## src/rtl/dff_const_pipe.sv

```systemverilog
// DEPTH-stage WIDTH-bit shift pipeline with per-stage reset constants, fill/load select and settle tracking.
// Latency: 1 enabled edge to stage 0, DEPTH enabled edges to q; no backpressure, en=0 simply freezes all state.
module dff_const_pipe #(
  parameter int WIDTH = 1,
  parameter int DEPTH = 2,
  parameter logic [WIDTH*DEPTH-1:0] RST_VAL = {{(WIDTH*DEPTH-1){1'b0}}, 1'b1},
  parameter logic [WIDTH-1:0] FILL_VAL = {WIDTH{1'b1}},
  localparam int CW = $clog2(DEPTH+1)
) (
  input  logic                   clk,
  input  logic                   set_reset,
  input  logic                   en,
  input  logic                   load,
  input  logic [WIDTH-1:0]       d,
  output logic [WIDTH-1:0]       q,
  output logic [WIDTH*DEPTH-1:0] stage_q,
  output logic [CW-1:0]          settle_cnt,
  output logic                   settled,
  output logic                   q_edge
);

  localparam logic [CW-1:0] DEPTH_C = CW'(DEPTH);

  if (WIDTH < 1) begin : g_bad_width
    $error("dff_const_pipe: WIDTH must be >= 1");
  end
  if (DEPTH < 2) begin : g_bad_depth
    $error("dff_const_pipe: DEPTH must be >= 2");
  end

  logic [WIDTH-1:0] stg_q [DEPTH];
  logic [WIDTH-1:0] stg_d [DEPTH];
  logic [CW-1:0]    settle_cnt_q, settle_cnt_d;
  logic             q_edge_q, q_edge_d;

  always_comb begin
    stg_d        = stg_q;
    settle_cnt_d = settle_cnt_q;
    q_edge_d     = 1'b0;
    if (en) begin
      stg_d[0] = load ? d : FILL_VAL;
      for (int i = 1; i < DEPTH; i++) begin
        stg_d[i] = stg_q[i-1];
      end
      // A load restarts the run; fill shifts count up and saturate at DEPTH.
      if (load) begin
        settle_cnt_d = '0;
      end else if (settle_cnt_q != DEPTH_C) begin
        settle_cnt_d = settle_cnt_q + 1'b1;
      end
      q_edge_d = (stg_q[DEPTH-2] != stg_q[DEPTH-1]);
    end
  end

  always_ff @(posedge clk or posedge set_reset) begin
    if (set_reset) begin
      for (int i = 0; i < DEPTH; i++) begin
        stg_q[i] <= RST_VAL[i*WIDTH +: WIDTH];
      end
      settle_cnt_q <= '0;
      q_edge_q     <= 1'b0;
    end else begin
      stg_q        <= stg_d;
      settle_cnt_q <= settle_cnt_d;
      q_edge_q     <= q_edge_d;
    end
  end

  for (genvar g = 0; g < DEPTH; g++) begin : g_flat
    assign stage_q[g*WIDTH +: WIDTH] = stg_q[g];
  end

  assign q          = stg_q[DEPTH-1];
  assign settle_cnt = settle_cnt_q;
  // Decoded straight from the counter flops so it cannot glitch.
  assign settled    = (settle_cnt_q == DEPTH_C);
  assign q_edge     = q_edge_q;

endmodule

```

## config.mk

```make
export PLATFORM = sky130hd
export DESIGN_NAME = dff_const_pipe
export DESIGN_NICKNAME = d
export VERILOG_FILES = /design/src/rtl/dff_const_pipe.sv
export SDC_FILE = /design/constraint.sdc
export NUM_CORES = 1
export LEC_CHECK = 0
export CAP_MARGIN = 20
export CORE_AREA = 2 2 39 41
export CTS_BUF_LIST = sky130_fd_sc_hd__clkbuf_4 sky130_fd_sc_hd__clkbuf_8 sky130_fd_sc_hd__clkbuf_16
export DETAILED_ROUTE_END_ITERATION = 8
export DIE_AREA = 0 0 41 43
export DONT_BUFFER_PORTS = 1
export SLEW_MARGIN = 15
export SYNTH_ARGS = -nofsm -noshare
export SYNTH_HDL_FRONTEND = slang
export SYNTH_SLANG_ARGS = --single-unit
export TNS_END_PERCENT = 5
```

## constraint.sdc

```tcl
create_clock -name clk -period 3.7 [get_ports clk]
set_clock_uncertainty 0.1 [all_clocks]
set_input_delay 0.37 -clock clk [delete_from_list [all_inputs] [get_ports clk]]
set_output_delay 0.37 -clock clk [all_outputs]
set_load 0.02 [all_outputs]
```

==> impl_results.md <==
- Reg2reg setup slack: 2000 ps
- Status: finished clean
- Wire length on met3: 88 µm
- GRT Resource Usage Total: 7.064%
- CP arrival: 1740 ps
- Synth cell types: 15
- Compound-Gate Fraction of Synth Area: 7.614%
- IO buf count: 0
- CTS sink cnt: 5
- 1st-iter DRT viols: 2
- Yosys top cell area share: 40.61%
- Avg WL per Cell: 11.85 µm
- Metal2 WL: 202 µm
- Int Power: 130.6 µW
- Yosys warns: 0
- Clock latency on the worst-skew pair: 240 ps
- Grt total ovfl: 0
- Clock buffer depth: 2
- Async set-reset flop share out of synthesis: 100.0%
- Critical Path RT: 3750 ps
- CP Capture Type: register
- DRC Markers: 0
- Die Y: 43 µm
- Core footprint: 1384 µm²
- Met1 Wirelength: 194 µm
- Hold path cells: 1
- Area after DPL: 259.0 µm²
- Sequential share of the synthesized area: 51.27%
- HP Start: en
- Drt total wl: 486 µm
- Synthesized flop and latch total: 5
- Cell taking the most area after synthesis: dfrtp_1
- Die width: 41 µm
- Vias: 185
- Worst IR Drop VDD: 0.0002656 V
- Psw: 69.09 µW
- Mux contribution to synthesized area: 4.569%
- Starting Density: 17.81%
- Cell Pwr Density: 667.7 nW/µm²
- CP Class: register to register
- CTS root buf: clkbuf_4
- RSZ-0062 raised after global routing: false
- R2R cell count: 4
- Post-synthesis xor/xnor area fraction: 3.553%
- Synth Area per Inst: 11.74 µm²
- Post-synthesis simple-gate area fraction: 21.83%
- Critical path launch point type: register
- Vias in the first global route: 149
- Vias per inst: 4.512
- Post-layout util: 21.61%
- Ant. Diodes: 0
- Core Rows: 14
- Detailed Routing Iterations Pass 1: 4
- Adder-cell share of the synthesized area: 5.076%
- Layout area overhead: 21.32%
- Cell area after synthesis: 246.5 µm²
- Highest clock rate: 589.3 MHz
- Worst Path Max Fanout: 5
- Global-route wire length before repair: 717 µm
- Sw Ratio: 34.60%
- Most instantiated library cell after synthesis: dfrtp_1
- Layout cells sized above 1: 32.00%
- H-tree depth: 1
- Final Cell Area: 299.0 µm²
- Final Max Slew Viols: 0
- Rel. slew slack: 69.92%
- Setup bufs post-CTS: 0
- Tightest Pin Transition: 451.2 ps
- Ys flop type: dfrtp_1
- R2r endpoint: settle_cnt[0]
- Die area: 1763 µm²
- Routed Antenna Nets: 0
- WHS Endpoint: q_edge
- Post-synth EDFFs: 0
- Post-layout min period: 1697 ps
- Max-cap viol count: 0
- Leak: 0.0001280 µW
- Reg2Reg Launch Point: settle_cnt[0]
- CTS tree: yes
- Mapped Nets: 27
- Clk network pwr share: 34.7%
- Fin crit share: 45.86%
- Top cells by area, synth: dfrtp_1 41%, dfstp_2 11%, or4b_1 8.1%
- Pin count of the biggest net entering global routing: 9
- Hold Crit Class: input pin to register
- Io pins: 12
- CTS buffer count: 3
- Initial antenna violation count: 0
- Largest family of logic cells by synthesized area: simple AND/OR/NAND/NOR gates
- Synth top cells by count: 4 x dfrtp_1, 2 x inv_1, 2 x nand2_1, 2 x or4b_1
- Final Hold Fails: 0
- Global placement routability congestion: 0.6760
- Seq pwr share: 47.9%
- Setup TNS: 0 ps
- Final Setup Violations: 0
- Layout Nets: 32
- Gate Count Post-Synth: 21
- Top Metal Used: met3
- Comb power frac: 17.4%
- Clock-pin slew on the worst setup and hold paths: 40 ps
[placed cells by master (no fill, tap or decap), drive strengths merged]
master and count:
and2 1, clkbuf 4, dfrtp 4, dfstp 1, dlygate4sd3 1, ha 1
inv 2, mux2 1, nand2 2, nand2b 1, nand3 1, nand3b 1
o221ai 1, o22a 1, or4b 2, xor2 1
[final cells by class]
class	instances	area, µm²
clock buffer	4	30.03
fill	151	1085
inverter	2	7.507
multi-input combinational	13	105.1
sequential	5	126.4
tap	16	20.02
timing repair buffer	1	10.01
[routing by layer]
layer | GRT usage, % | vias up
met3 | 10.99 | 0
met1 | 8.170 | 88
met2 | 6.563 | 14
met5 | 0 | -
li1 | - | 83
met4 | 2.000 | 0
[registers in the layout, indices dropped and copies added, names as in the netlist]
register,flops
settle_cnt,2
stage_q,1
q_edge,1
q,1
[metrics by stage]
stage / cells / power (µW) / setup WS [ps] / hold WS (ps)
after detailed placement: 36 / 132.2 / 1996 / 75.96
final: 41 / 199.7 / 2003 / 172.0
after global placement: 36 / 129.6 / 2032 / 72.31
after global routing: 41 / 218.1 / 1930 / 151.6
after floorplan: 21 / 125.0 / 2100 / 47.79
after CTS: 41 / 206.4 / 1988 / 159.7
[how the worst max path moves through the flow]
stage / cells after the start / slack, ps / startpoint / end
floorplan: 4 / 2100 / settle_cnt[0] / settle_cnt[1]
global placement: 4 / 2030 / settle_cnt[0] / settle_cnt[1]
detailed placement: 4 / 2000 / settle_cnt[0] / settle_cnt[1]
CTS: 4 / 1990 / settle_cnt[0] / settle_cnt[0]
global route: 4 / 1930 / settle_cnt[0] / settle_cnt[0]
finish: 4 / 2000 / settle_cnt[0] / settle_cnt[0]
[cells by family after synthesis]
kind of cell | Yosys count
xor gates and xnor gates | 1
adders and majority gates | 1
DFF | 5
buffers and inverters | 3
and+or+nand+nor | 8
muxes | 1
AOI/OAI and AO/OA | 2
[critical path, cell delays in order (launching register included)]
cell	delay [ps]
dfrtp_1	480
inv_1	100
ha_1	330
or4b_1	500
o221ai_1	90
[repair_timing]
action,in CTS,in global routing
hold endpoints to repair,4,0
resized for setup,0,0
hold buffers,1,0
[power groups by stage]
stage	logic, µW	registers (µW)	clock network, µW
finish	34.8	95.5	69.3
floorplan	33.3	91.6	0
global placement	33.1	96.5	0
global route	41.6	98.5	78.0
CTS	35.9	96.3	74.1
detailed placement	35.0	97.2	0
(Power assumes the default switching activity.)
